### src/rtl/snn_spike_scheduler.sv
// rtl/snn_spike_scheduler.sv - spike frame FIFO, per-timestep issue sequencer and output spike counters
//
// Purpose: buffers input spike frames from the loader and issues one frame to the SNN
// core per delay_clk timestep with a one-cycle snn_enable pulse. Output spikes of the
// core are sampled on the tick that follows an issue and accumulated into saturating
// per-neuron counters.
//
// Ports:
//   system_clock, reset          sole clock, synchronous active-high reset
//   frame_in/frame_valid/ready   loader side frame enqueue (ready = FIFO not full)
//   delay_clk                    timestep clock, synchronous to system_clock
//   run                          scheduler enable
//   clear_counts                 zeroes counters and the underrun flag
//   snn_input_spikes/snn_enable  frame and issue pulse towards the core
//   snn_output_spikes            output spikes from the core
//   spike_counts                 neuron i at [i*CNT_W +: CNT_W]
//   fifo_level, busy, underrun   status
//
// Optional feature macro: SCHED_UNDERRUN_HOLD_EN - on underrun the last issued frame is
// re-presented instead of an all-zero frame.

module snn_spike_scheduler #(
    parameter int FRAME_W = 16,
    parameter int DEPTH   = 4,
    parameter int OUT_N   = 2,
    parameter int CNT_W   = 8
) (
    input  logic                     system_clock,
    input  logic                     reset,
    input  logic [FRAME_W-1:0]       frame_in,
    input  logic                     frame_valid,
    output logic                     frame_ready,
    input  logic                     delay_clk,
    input  logic                     run,
    input  logic                     clear_counts,
    output logic [FRAME_W-1:0]       snn_input_spikes,
    output logic                     snn_enable,
    input  logic [OUT_N-1:0]         snn_output_spikes,
    output logic [OUT_N*CNT_W-1:0]   spike_counts,
    output logic [$clog2(DEPTH):0]   fifo_level,
    output logic                     busy,
    output logic                     underrun
);

    localparam int AW    = $clog2(DEPTH);
    localparam int LVL_W = AW + 1;

    typedef enum logic [1:0] {
        IDLE  = 2'd0,
        ARMED = 2'd1,
        ISSUE = 2'd2
    } state_t;

    state_t                 state_q, state_d;
    logic                   dq_q;
    logic                   tick;
    logic                   launch;
    logic                   sample;
    logic                   issued_q;
    logic [FRAME_W-1:0]     mem_q [DEPTH];
    logic [AW-1:0]          wr_ptr_q, rd_ptr_q;
    logic [LVL_W-1:0]       level_q;
    logic                   empty, full, push, pop;
    logic [FRAME_W-1:0]     spikes_q, spikes_d;
    logic [FRAME_W-1:0]     underrun_frame;
    logic                   underrun_q;
    logic [CNT_W-1:0]       cnt_q [OUT_N];

    // delay_clk already lives in the system_clock domain, so one register is enough
    // to find its rising edge.
    assign tick = delay_clk & ~dq_q;

    assign empty = (level_q == '0);
    assign full  = (level_q == LVL_W'(DEPTH));
    assign push  = frame_valid & ~full;
    assign pop   = launch & ~empty;

    // The frame and pop are committed on the tick edge so that the frame is already
    // on snn_input_spikes in the same cycle snn_enable is high (the ISSUE cycle).
    always_comb begin
        state_d = state_q;
        launch  = 1'b0;
        sample  = 1'b0;
        case (state_q)
            IDLE: begin
                if (run) state_d = ARMED;
            end
            ARMED: begin
                if (!run) begin
                    state_d = IDLE;
                end else if (tick) begin
                    launch  = 1'b1;
                    sample  = issued_q;
                    state_d = ISSUE;
                end
            end
            ISSUE: begin
                state_d = run ? ARMED : IDLE;
            end
            default: state_d = IDLE;
        endcase
    end

`ifdef SCHED_UNDERRUN_HOLD_EN
    assign underrun_frame = spikes_q;
`else
    assign underrun_frame = '0;
`endif

    always_comb begin
        spikes_d = spikes_q;
        if (launch) spikes_d = empty ? underrun_frame : mem_q[rd_ptr_q];
    end

    always_ff @(posedge system_clock) begin
        if (reset) begin
            state_q  <= IDLE;
            dq_q     <= 1'b0;
            issued_q <= 1'b0;
            spikes_q <= '0;
            wr_ptr_q <= '0;
            rd_ptr_q <= '0;
            level_q  <= '0;
        end else begin
            state_q  <= state_d;
            dq_q     <= delay_clk;
            spikes_q <= spikes_d;
            // Sampling is only meaningful once a frame has been issued since the
            // last pass through IDLE.
            if (state_q == ISSUE)     issued_q <= 1'b1;
            else if (state_q == IDLE) issued_q <= 1'b0;
            if (push) wr_ptr_q <= wr_ptr_q + AW'(1);
            if (pop)  rd_ptr_q <= rd_ptr_q + AW'(1);
            case ({push, pop})
                2'b10:   level_q <= level_q + LVL_W'(1);
                2'b01:   level_q <= level_q - LVL_W'(1);
                default: level_q <= level_q;
            endcase
        end
    end

    always_ff @(posedge system_clock) begin
        if (push) mem_q[wr_ptr_q] <= frame_in;
    end

    // Clear has priority over a coinciding sampling tick.
    always_ff @(posedge system_clock) begin
        if (reset || clear_counts) begin
            underrun_q <= 1'b0;
            for (int i = 0; i < OUT_N; i++) cnt_q[i] <= '0;
        end else begin
            if (launch && empty) underrun_q <= 1'b1;
            if (sample) begin
                for (int i = 0; i < OUT_N; i++) begin
                    if (snn_output_spikes[i] && (cnt_q[i] != '1)) cnt_q[i] <= cnt_q[i] + CNT_W'(1);
                end
            end
        end
    end

    for (genvar g = 0; g < OUT_N; g++) begin : g_cnt
        assign spike_counts[g*CNT_W +: CNT_W] = cnt_q[g];
    end

    assign frame_ready      = ~full;
    assign fifo_level       = level_q;
    assign snn_input_spikes = spikes_q;
    assign snn_enable       = (state_q == ISSUE);
    assign busy             = (state_q != IDLE);
    assign underrun         = underrun_q;

endmodule

### config.mk
export PLATFORM = sky130hd
export DESIGN_NAME = snn_spike_scheduler
export DESIGN_NICKNAME = d
export VERILOG_FILES = /design/src/rtl/snn_spike_scheduler.sv
export SDC_FILE = /design/constraint.sdc
export NUM_CORES = 1
export LEC_CHECK = 0
export BUFFER_PORTS_ARGS = -buffer_cell sky130_fd_sc_hd__buf_2
export CORE_UTILIZATION = 62
export CTS_BUF_LIST = sky130_fd_sc_hd__clkbuf_2 sky130_fd_sc_hd__clkbuf_4 sky130_fd_sc_hd__clkbuf_8
export DETAILED_ROUTE_END_ITERATION = 8
export GPL_TIMING_DRIVEN = 1
export PLACE_DENSITY = 0.85
export RECOVER_POWER = 100
export SLEW_MARGIN = 20
export SYNTH_ARGS = -nofsm -noshare
export SYNTH_HDL_FRONTEND = slang
export SYNTH_SLANG_ARGS = --single-unit
### constraint.sdc
create_clock -name system_clock -period 3.9 [get_ports system_clock]
set_input_delay 0.39 -clock system_clock [delete_from_list [all_inputs] [get_ports system_clock]]
set_output_delay 0.39 -clock system_clock [all_outputs]
set_load 0.01 [all_outputs]
# [Word-level counts from Yosys, hierarchy flattened]
# Memory sizes are Yosys's and may differ from the RTL's. A register that Yosys moved wholly into a read port is not among the register bits.
# Index checks and enable logic that the tools add are counted.
# W data, S select, Z words.
[classes] addsub=6 eq_ne=9 muxes=31 n_bitwise=8 reduce_logical=10
[op_table] operator="$mux W1" n=21
[op_table] operator="$add A8 B1 Y8 const B" n=2
[op_table] operator="$mux W16" n=1
[op_table] operator="$mux W8" n=2
[op_table] operator="$ne A8 B8 Y1 const B" n=2
[op_table] operator="$mux W2" n=5
[op_table] operator="$pmux W2 S3" n=1
[op_table] operator="$pmux W3 S2" n=1
[op_table] operator="$reduce_bool A2 Y1" n=3
[op_table] operator="$add A2 B1 Y2 const B" n=2
[op_table] operator="$eq A2 B1 Y1 const B" n=2
[op_table] operator="$eq A2 B2 Y1 const B" n=2
[op_table] operator="$add A3 B1 Y3 const B" n=1
[op_table] operator="$and A1 B1 Y1" n=3
[op_table] operator="$eq A3 B3 Y1 const B" n=1
[op_table] operator="$logic_and A1 B1 Y1" n=3
[op_table] operator="$logic_not A3 Y1" n=1
[op_table] operator="$ne A3 B3 Y1 const B" n=1
[op_table] operator="$not A1 Y1" n=3
[op_table] operator="$sub A3 B1 Y3 const B" n=1
[op_table] operator="$logic_not A2 Y1" n=1
[op_table] operator="$ne A2 B2 Y1 const B" n=1
[op_table] operator="$or A1 B1 Y1" n=2
[op_table] operator="$reduce_and A2 Y1" n=1
[op_table] operator="$logic_or A1 B1 Y1" n=1
[word_totals] ff_bits=28 ramBits=80 input_bits=24 out_inout_bits=39 word_cells=74 memories=2
[memory_table] name="mem_q" depth=4 width=16 rd=1 rd_clocked_by_memory_dff=1 write_ports=1 line_no="60" source="logic [FRAME_W-1:0] mem_q [DEPTH];"
[memory_table] name="cnt_q" depth=2 width=8 rd=2 rd_clocked_by_memory_dff=0 write_ports=2 line_no="67" source="logic [CNT_W-1:0] cnt_q [OUT_N];"

# [Depth between registers and ports, before layout]
# Gate-level depths: netlist of the first run.
[logic_depth] word_depth=9 depth_mapped=9 ltp_nobuf=9

# [Least setup slack after synthesis of the first run]
# No wires, ideal clock.
[synth_timing] kind="register to register" start="register level_q[2] (netlist: fifo_level[2])" end="register level_q[2] (netlist: fifo_level[2])" setup_time_ns=0.071 arrival_time_ns=2.257 required_ns=3.829 path_slack_ns=1.572 path_stages_with_launch=10 path_buffers=0 synth_period_minus_slack_ns=2.328 cell_sequence="dfxtp_1 or3b_1 and2_4 inv_1 ha_1 inv_1 fa_1 xor2_1 or3_1 a21oi_1"
[synth_via] elab_chain_cells=5 word_cells_on_any_way=12 classes_between="add/sub (2); eq/ne (3); mux (1); bitwise (4); reduce/logical (2)"
[synth_lines] item="start: declaration" line_no="62" source="logic [LVL_W-1:0] level_q;"
[synth_lines] item="start signal: assignment" line_no="135" source="2'b10: level_q <= level_q + LVL_W'(1);"
[synth_lines] item="start signal: assignment" line_no="136" source="2'b01: level_q <= level_q - LVL_W'(1);"
[synth_lines] item="start signal: assignment" line_no="137" source="default: level_q <= level_q;"
[synth_lines] item="$eq A3 B3 Y1 (*)" line_no="74" source="assign full = (level_q == LVL_W'(DEPTH));"
[synth_lines] item="$not A1 Y1 (*)"
[synth_lines] item="named net frame_ready" line_no="32" source="output logic frame_ready,"
[synth_lines] item="$and A1 B1 Y1 (*)" line_no="75" source="assign push = frame_valid & ~full;"
[synth_lines] item="$eq A2 B1 Y1 or $eq A2 B2 Y1 (tied branches)" line_no="134" source="case ({push, pop})"
[synth_lines] item="$pmux W3 S2 or $reduce_bool A2 Y1 (tied branches)"
# Mark *: on every way through the listed nets, which the timed path passes. The rest lies on a longest branch.
# A chain may end at the register's enable or synchronous reset.

# [Final worst setup path of the first run]
[layout_timing] start="register state_q[1]" end="register level_q[2] (netlist: fifo_level[2])"
[layout_via] elab_chain_cells=5 word_cells_on_any_way=7 classes_between="eq/ne (3); mux (2); bitwise (1); reduce/logical (1)"
[layout_lines] item="start: declaration" line_no="54" source="state_t state_q, state_d;"
[layout_lines] item="start signal: assignment" line_no="125" source="state_q <= state_d;"
[layout_lines] item="$eq A2 B1 Y1 (*)" line_no="84" source="case (state_q)"
[layout_lines] item="$mux W1 (*)" line_no="84"
[layout_lines] item="$and A1 B1 Y1 (*)" line_no="76" source="assign pop = launch & ~empty;"
[layout_lines] item="$eq A2 B1 Y1 or $eq A2 B2 Y1 (tied branches)" line_no="134"
[layout_lines] item="$pmux W3 S2 or $reduce_bool A2 Y1 (tied branches)"
# Every way passes the cells marked *; elsewhere a longest branch is shown, timed or not.

==> flow_metrics.tcl, run 1 <==
set metrics [dict create \
    yosys_warnings 0 \
    outcome "completed" \
    multi_input_area_sq_um 1220 \
    grt_pass1_vias 2515 \
    syn-cell-area_sq_um 4360 \
    r2r_slack_ps 1340 \
    cts_tree "built" \
    ff_latch_area_sq_um 3000 \
    synth_compound_area_frac 0.0488 \
    worst-path-buf-inv 2 \
    final.min_clock_period_ps 2560 \
    synth_xor_area_frac 0.0321 \
    r2r-end "fifo_level[2]$_SDFFE_PP0P_" \
    fin_crit_sh 0.656 \
    fmax_mhz 391 \
    power.density_nw_per_um2 438 \
    dieArea_sq_um 7380 \
    yosysSeqAreaShare 0.688 \
    drt_iter0_markers 110 \
    area_delta_synth_final_pct 10.5 \
    grt_max_degree 31 \
    startpoint_type "flip-flop" \
    cts_sinks 110 \
    setup_viol_count_final 0 \
    clk_path_buf_depth 2 \
    overflow 0 \
    antenna_found_initial 0 \
    drv_slew 0 \
    placed_cell_area_sq_um 4720 \
    drv_cap 0 \
    fp.dieH_um 85.9 \
    synth_top_family_by_area "simple AND/OR/NAND/NOR gates" \
    crit_family "simple AND/OR/NAND/NOR gates" \
    hold_violations 0 \
    crit_slowest_cell "fa_1" \
    worstPathMaxFanout 20 \
    max-vdd-ir-drop_uv 324 \
    vias 2560 \
    max_stage_delay_ps 370 \
    synth_cell_type_count 40 \
    drive_gt1_frac 0.106 \
    holdBufCountCts 0 \
    min_from "clear_counts" \
    fp-row-count 30 \
    ctsResizeCount 0 \
    worstPathArrival_ps 2840 \
    root_buffer "clkbuf_8" \
    crit_type "reg2reg" \
    worstSkewPairLatency_ps 370 \
    die_w_um 85.9 \
    cts_setup_buffers 0 \
    fin_cells 445 \
    core_area_sq_um 6790 \
    cts_made_buffers 9 \
    tightest_slew_ps 1400 \
    hold_class "in2reg" \
    final_core_util 0.709 \
    antenna_cells 0 \
    reg2reg_from "state_q[1]$_SDFFE_PP0P_" \
    io_buffers 62 \
    routed_via_density 5.75 \
    clk_pin_slew_ps 100 \
    drc 0 \
    first_pass_iters 4 \
    final_nets 376 \
    rr_worst_depth 9 \
    rsz0062_at_grt "false" \
    leakagePower_nw 1.59 \
    htree_levels 3 \
    design_area_sq_um 4820 \
    syn_nets 313 \
    synthCells 281 \
    finClkSkew_ps 13.9 \
    syn_area_per_cell_sq_um 15.5 \
    cp-end-kind "flip-flop" \
    worstPathRequired_ps 4180 \
    hold_end "underrun$_SDFFE_PP0P_" \
    setup_tns_ps 0 \
    antenna_left 0 \
    synthMuxAreaShare 0.0869 \
    fillCellCount 473 \
    holdPathStages 2 \
    dp_cells 429 \
    gp_congestion 0.787 \
    synthSimpleGateAreaFrac 0.0926 \
    ios 63 \
    synthAdderAreaFrac 0.0247 \
    grt_usage 0.227 \
    dp_hpwl_mm 5.06 \
    wire_per_inst_um 17.6 \
    initial_core_util 0.642 \
    relSlewSlack 0.0639 \
    grt_pass1_wl_mm 12.2 \
    wirelength_mm 7.82 \
    cp_cell_sequence "and4bb_1, nor3b_1, buf_4, ha_1, inv_1, fa_1, xor2_1, or3_1, a21oi_1" \
    ys_ff_latch 110 \
]
## layer usage
metal	GRT usage	share of wire
met1	0.281	0.41
met4	0.0955	0.022
met3	0.0423	0.046
met5	0	0
met2	0.397	0.52
## area by class of cell
cell class | instances | share of cell area
clock inverter | 6 | 0.0130
inverter | 9 | 0.00701
tap | 96 | 0.0249
clock buffer | 10 | 0.0273
multi-input combinational | 151 | 0.253
sequential | 110 | 0.623
timing repair buffer | 63 | 0.0514
## synth_stat cells
cell | instances | area share
or3_1 | 1 | 0.0014
nor3_1 | 9 | 0.010
a21oi_2 | 1 | 0.0020
a31oi_1 | 1 | 0.0014
nand2_2 | 1 | 0.0014
nand2_1 | 8 | 0.0069
and4bb_4 | 1 | 0.0037
nand3b_1 | 1 | 0.0017
nand3_1 | 4 | 0.0046
inv_1 | 9 | 0.0077
dfxtp_1 | 30 | 0.14
xnor2_1 | 10 | 0.020
buf_6 | 2 | 0.0052
nor3b_2 | 1 | 0.0029
nor2_1 | 39 | 0.034
edfxtp_1 | 80 | 0.55
o21a_1 | 1 | 0.0017
and2_1 | 1 | 0.0014
buf_4 | 2 | 0.0034
and3_1 | 7 | 0.010
o21ai_0 | 3 | 0.0034
a22oi_1 | 16 | 0.028
and2_4 | 1 | 0.0020
a21oi_1 | 4 | 0.0046
fa_1 | 1 | 0.0046
o311ai_1 | 2 | 0.0040
or2_2 | 1 | 0.0014
buf_12 | 1 | 0.0046
clkbuf_1 | 4 | 0.0034
ha_1 | 7 | 0.020
buf_2 | 2 | 0.0023
nand3_2 | 2 | 0.0046
mux4_1 | 5 | 0.030
and2b_1 | 1 | 0.0017
a21bo_2 | 1 | 0.0023
a21o_1 | 1 | 0.0017
nor2b_1 | 2 | 0.0029
or3b_1 | 1 | 0.0020
mux4_2 | 11 | 0.057
xor2_1 | 6 | 0.012
## worst reg2reg max path: stages, from the launching register on
cell and delay (ps):
dfxtp_1 350, and4bb_1 350, nor3b_1 220, buf_4 290, ha_1 230, inv_1 60
fa_1 370, xor2_1 150, or3_1 300, a21oi_1 150
## worst max path at each step
stage / start / endpoint / depth (start not counted)
finish: state_q[1]$_SDFFE_PP0P_ / fifo_level[2]$_SDFFE_PP0P_ / 9
global route: state_q[1]$_SDFFE_PP0P_ / cnt_q[0][14]$_SDFFCE_PN0P_ / 3
CTS: state_q[1]$_SDFFE_PP0P_ / fifo_level[2]$_SDFFE_PP0P_ / 9
detailed placement: delay_clk / fifo_level[2]$_SDFFE_PP0P_ / 10
global placement: delay_clk / fifo_level[2]$_SDFFE_PP0P_ / 10
floorplan: fifo_level[2]$_SDFFE_PP0P_ / fifo_level[2]$_SDFFE_PP0P_ / 9
## power by group
part	switching [W]	leakage, nW	internal [W]
clock network	0.000401	0.100	0.000258
logic	0.0000762	0.483	0.0000471
registers	0.0000254	1.01	0.00130
## through the flow
stage,total power (W),hold slack [ps],setup slack (ps)
final,0.00211,216,1340
after global routing,0.00218,207,1080
after CTS,0.00213,213,1430
after detailed placement,0.00149,504,1370
after global placement,0.00148,490,1450
after floorplan,0.00143,469,1570
## cells in the final DEF, fill, tap and decap left out, drive strengths merged, types with 9 or more instances in the layout
cell    count
inv        13
dfxtp      30
clkbuf     66
nor3        9
edfxtp     80
a22oi      16
mux4       16
nor2       39
nand2       9
xnor2      10
## logic make-up after synthesis
family | count (synthesis)
compound gates | 30
simple gates | 81
xor+xnor | 16
flops | 110
mux | 16
fa+ha+maj | 8
buf+inv | 20
## sequential cells by signal, summed over array words and instances, names as in the netlist, named ones only
| signal | flops |
|---|---|
| wr_ptr_q | 2 |
| state_q | 2 |
| rd_ptr_q | 2 |
| issued_q | 1 |
| fifo_level | 3 |
| dq_q | 1 |
| mem_q | 64 |
| cnt_q | 16 |
| snn_input_spikes | 16 |
| underrun | 1 |
Note: power is estimated with default switching activity, not from simulation.
==> inputs of run 2 (changes only) <==
--- a/config.mk
+++ b/config.mk
@@ -6,11 +6,11 @@
 export NUM_CORES = 1
 export LEC_CHECK = 0
 export BUFFER_PORTS_ARGS = -buffer_cell sky130_fd_sc_hd__buf_2
-export CORE_UTILIZATION = 62
+export CORE_UTILIZATION = 59
 export CTS_BUF_LIST = sky130_fd_sc_hd__clkbuf_2 sky130_fd_sc_hd__clkbuf_4 sky130_fd_sc_hd__clkbuf_8
 export DETAILED_ROUTE_END_ITERATION = 8
 export GPL_TIMING_DRIVEN = 1
-export PLACE_DENSITY = 0.85
+export PLACE_DENSITY = 0.81
 export RECOVER_POWER = 100
 export SLEW_MARGIN = 20
 export SYNTH_ARGS = -nofsm -noshare
==> constraint.sdc (replaced) <==
create_clock -name system_clock -period 2.4 [get_ports system_clock]
set_input_delay 0.24 -clock system_clock [delete_from_list [all_inputs] [get_ports system_clock]]
set_output_delay 0.24 -clock system_clock [all_outputs]
set_load 0.01 [all_outputs]
==> flow_metrics.tcl, run 2 (synthesized netlist as in run 1, its figures left out) <==
set metrics [dict create \
    whs_ps 62.3 \
    power.density_nw_per_um2 702 \
    finClkSkew_ps 6.83 \
    grt_pass1_wl_mm 11.7 \
    final.min_clock_period_ps 2350 \
    antenna_cells 0 \
    root_buffer "clkbuf_8" \
    grt_pass1_vias 2451 \
    worstPathMaxFanout 4 \
    clk_path_buf_depth 2 \
    first_pass_iters 4 \
    routed-wl-met2_mm 3.88 \
    routed_via_density 5.51 \
    wire_per_inst_um 16.6 \
    drc 0 \
    fillCellCount 510 \
    placed_cell_area_sq_um 4760 \
    drt_iter0_markers 103 \
    wirelength_mm 7.57 \
    clk_pin_slew_ps 100 \
    drv_cap 0 \
    top_layer "met4" \
    worstPathRequired_ps 2700 \
    min_from "clear_counts" \
    antenna_found_initial 0 \
    cp-end-kind "flip-flop" \
    cts_made_buffers 9 \
    critPathLaunch "fifo_level[0]$_SDFFE_PP0P_" \
    grt_max_degree 30 \
    drt-met1-wl_mm 3.17 \
    holdBufCountCts 0 \
    fp-row-count 30 \
    largest_reg_flops 64 \
    final_nets 386 \
    cts_tree "built" \
    relSlewSlack 0.307 \
    reg2reg_from "fifo_level[0]$_SDFFE_PP0P_" \
    grt_usage 0.212 \
    largest-register "mem_q" \
    fin_crit_sh 0.977 \
    setup_viol_count_final 0 \
    die_w_um 88.0 \
    tightest_slew_ps 1030 \
    design_area_sq_um 4990 \
    io_buffers 62 \
    hold_violations 0 \
    setup_tns_ps 0 \
    leakagePower_nw 1.78 \
    ios 63 \
    startpoint_type "flip-flop" \
    max-vdd-ir-drop_uv 627 \
    antenna_left 0 \
    drv_slew 0 \
    initial_core_util 0.625 \
    worstSkewPairLatency_ps 370 \
    drive_gt1_frac 0.262 \
    mostFrequentLayoutCell "edfxtp_1" \
    fp.dieH_um 88.0 \
    dp_hpwl_mm 4.83 \
    cts_sinks 110 \
    hold_class "in2reg" \
    worstPathArrival_ps 2650 \
    fmax_mhz 426 \
    core_area_sq_um 6980 \
    final_core_util 0.714 \
    dieArea_sq_um 7740 \
    outcome "completed" \
    final_cell_mix "edfxtp_1, nor2_1, buf_2" \
    htree_levels 3 \
    overflow 0 \
    wl_met3_um 410 \
    vias 2506 \
    area_delta_synth_final_pct 14.3 \
    gp_congestion 0.737 \
    crit_type "reg2reg" \
]
==> run 2: changes by cell type in the layout (fill, tap and decap cells not counted), moves of 2 or more <==
cell,change
a21oi_1,-2
a21oi_2,+2
and2_0,-2
buf_2,+33
buf_4,+10
clkbuf_1,-33
clkinv_2,+2
dfxtp_1,-3
dfxtp_4,+2
==> run 2: cell type report <==
cell class | instances | area [sq um] | area share
Clock buffer | 9 | 124 | 0.0248
Clock inverter | 7 | 77.6 | 0.0156
Inverter | 9 | 33.8 | 0.00678
Multi-Input combinational cell | 151 | 1250 | 0.252
Sequential cell | 110 | 3010 | 0.604
Tap cell | 96 | 120 | 0.0241
Timing Repair Buffer | 73 | 364 | 0.0730
==> run 2: through the flow <==
step	total power (W)	std cells	worst slack, ps
after floorplan	0.00232	281	71.5
after global placement	0.00240	435	183
after detailed placement	0.00242	435	88.4
after CTS	0.00351	451	54.4
after global routing	0.00362	455	-25.8
final	0.00350	455	54.1
==> run 2: path summary, 6_finish.rpt <==
| check | slack, ps | endpoint | cells past startpoint |
|---|---|---|---|
| hold reg to reg | 510 | snn_input_spikes[5]$_SDFFE_PP0P_ | 2 |
| hold / removal | 60 | underrun$_SDFFE_PP0P_ | 2 |
| setup / recovery | 50 | fifo_level[2]$_SDFFE_PP0P_ | 9 |
| setup reg to reg | 50 | fifo_level[2]$_SDFFE_PP0P_ | 9 |
==> run 2: repair_timing <==
item                                   in CTS  in global routing
gates resized for setup                     0                 10
setup endpoints to repair                   0                  1
buffers inserted                            0                  4
endpoints found under the hold margin       0                  0
==> run 2: routing by layer <==
metal / up-vias / global-route usage
met2: 73 / 0.374
li1: 1204 / -
met3: 9 / 0.0424
met5: - / 0
met1: 1220 / 0.253
met4: 0 / 0.0939
==> run 2: where the power goes <==
| part | internal [W] | leakage, nW | switching (W) |
|---|---|---|---|
| sequential | 0.00212 | 1.01 | 0.0000380 |
| combinational | 0.0000948 | 0.663 | 0.000130 |
| clock | 0.000498 | 0.106 | 0.000622 |
| total | 0.00271 | 1.78 | 0.000791 |
==> run 2: critical path, cell delays in order (launching register included) <==
cell	delay, ps
dfxtp_4	370
or3b_4	390
and2_4	180
inv_2	60
ha_2	170
inv_1	70
fa_2	350
xor2_1	160
or3_1	400
a21oi_2	140
==> inputs of run 3 (changes only) <==
--- a/config.mk
+++ b/config.mk
@@ -6,11 +6,13 @@
 export NUM_CORES = 1
 export LEC_CHECK = 0
 export BUFFER_PORTS_ARGS = -buffer_cell sky130_fd_sc_hd__buf_2
-export CORE_UTILIZATION = 59
+export CELL_PAD_IN_SITES_DETAIL_PLACEMENT = 1
+export CELL_PAD_IN_SITES_GLOBAL_PLACEMENT = 2
+export CORE_UTILIZATION = 42
 export CTS_BUF_LIST = sky130_fd_sc_hd__clkbuf_2 sky130_fd_sc_hd__clkbuf_4 sky130_fd_sc_hd__clkbuf_8
 export DETAILED_ROUTE_END_ITERATION = 8
 export GPL_TIMING_DRIVEN = 1
-export PLACE_DENSITY = 0.81
+export PLACE_DENSITY = 0.8
 export RECOVER_POWER = 100
 export SLEW_MARGIN = 20
 export SYNTH_ARGS = -nofsm -noshare
==> flow_metrics.tcl, run 3 (synthesized netlist as in run 1, its figures left out) <==
set metrics [dict create \
    grt_pass1_wl_mm 13.4 \
    first_pass_iters 4 \
    grt_max_degree 30 \
    setup_tns_ps 0 \
    holdBufCountCts 0 \
    rsz0062_at_grt "false" \
    cts_tree "built" \
    drv_slew 0 \
    dp_hpwl_mm 5.58 \
    finClkSkew_ps 11.2 \
    cp_cell_sequence "or3b_4, and2_4, inv_1, ha_2, inv_1, fa_1, xor2_1, or3_1, a21oi_1" \
    worst-path-buf-inv 2 \
    drive_gt1_frac 0.157 \
    antenna_cells 0 \
    initial_core_util 0.440 \
    antenna_found_initial 0 \
    grt_pass1_vias 2603 \
    antenna_left 0 \
    crit_path_frequent_cell "inv_1" \
    largest_reg_flops 64 \
    dieArea_sq_um 10800 \
    mostFrequentLayoutCell "edfxtp_1" \
    fp-row-count 36 \
    root_buffer "clkbuf_8" \
    hold_violations 0 \
    ios 63 \
    tightest_slew_ps 907 \
    wire_per_inst_um 17.2 \
    drt_iter0_markers 52 \
    cp-end-kind "flip-flop" \
    outcome "completed" \
    htree_levels 3 \
    routed_via_density 5.11 \
    whs_ps 61.5 \
    worstPathRequired_ps 2690 \
    die_w_um 104 \
    max-vdd-ir-drop_uv 404 \
    power.density_nw_per_um2 686 \
    gp_congestion 0.718 \
    leakagePower_nw 1.63 \
    clk_pin_slew_ps 90 \
    final_nets 384 \
    overflow 0 \
    crit_type "reg2reg" \
    drc 0 \
    fmax_mhz 441 \
    crit_slowest_cell "or3b_4" \
    clk_path_buf_depth 2 \
    grt_usage 0.163 \
    drv_cap 0 \
    setup_viol_count_final 0 \
    cts_sinks 110 \
    vias 2500 \
    worstPathMaxFanout 5 \
    hold_class "in2reg" \
    final_cell_mix "edfxtp_1, clkbuf_1, nor2_1" \
    worstSkewPairLatency_ps 360 \
    crit_family "simple AND/OR/NAND/NOR gates" \
    final.min_clock_period_ps 2270 \
    fin_crit_sh 0.945 \
    core_area_sq_um 9910 \
    worstPathArrival_ps 2550 \
    max_stage_delay_ps 390 \
    wirelength_mm 8.44 \
    largest-register "mem_q" \
    fp.dieH_um 104 \
    cts_made_buffers 9 \
    fillCellCount 1020 \
    area_delta_synth_final_pct 12.9 \
    relSlewSlack 0.395 \
    io_buffers 62 \
    startpoint_type "flip-flop" \
]
[run 3: changes by cell type in the layout (fill, tap and decap cells not counted), sizes merged]
cell,before,now
buf,50,13
clkbuf,32,68
inv,13,10
bufinv,1,0
clkinv,2,3
clkinvlp,0,1
[run 3: final timing paths]
| kind | endpoint | startpoint | cells past startpoint | slack [ps] |
|---|---|---|---|---|
| worst max-delay path | fifo_level[2]$_SDFFE_PP0P_ | fifo_level[0]$_SDFFE_PP0P_ | 9 | 130 |
| worst min-delay path | underrun$_SDFFE_PP0P_ | clear_counts | 2 | 60 |
| worst max register to register | fifo_level[2]$_SDFFE_PP0P_ | fifo_level[0]$_SDFFE_PP0P_ | 9 | 130 |
| worst min register to register | fifo_level[2]$_SDFFE_PP0P_ | fifo_level[2]$_SDFFE_PP0P_ | 2 | 500 |
[run 3: cell type report]
cell class,count,area [sq um],area share
clock buffers,10,131,0.0267
repair buffers,71,295,0.0600
multi-input cells,151,1250,0.253
well taps,133,166,0.0338
inverters,9,33.8,0.00686
clock inverters,5,45.0,0.00915
flip-flops and latches,110,3010,0.611
[run 3: timing repair]
| action | in CTS | in global routing |
|---|---|---|
| buffers inserted | 0 | 1 |
| gates resized for setup | 0 | 5 |
| setup endpoints to repair | 0 | 1 |
[run 3: routing by layer]
metal,GRT usage,vias to the layer above,wire (um)
met5,0,-,0
met4,0.0602,0,119
met3,0.0251,12,302
met2,0.279,61,4250
met1,0.210,1236,3760
li1,-,1191,-
[run 3: report_power, final]
part	switching [W]	internal, W
sequential	0.0000382	0.00212
combinational	0.000131	0.0000839
clock	0.000612	0.000397
[run 3: per-stage QoR]
step / setup slack [ps] / util / power [W] / std cells / cell area, sq um
4_1_cts: 69.0 / 0.504 / 0.00342 / 488 / 4990
3_5_place_dp: 99.1 / 0.486 / 0.00243 / 473 / 4820
3_3_place_gp: 172 / 0.486 / 0.00241 / 473 / 4820
2_1_floorplan: 71.5 / - / 0.00232 / 281 / 4360
5_1_grt: 14.5 / 0.497 / 0.00350 / 489 / 4920
6_report: 133 / 0.497 / 0.00338 / 489 / 4920
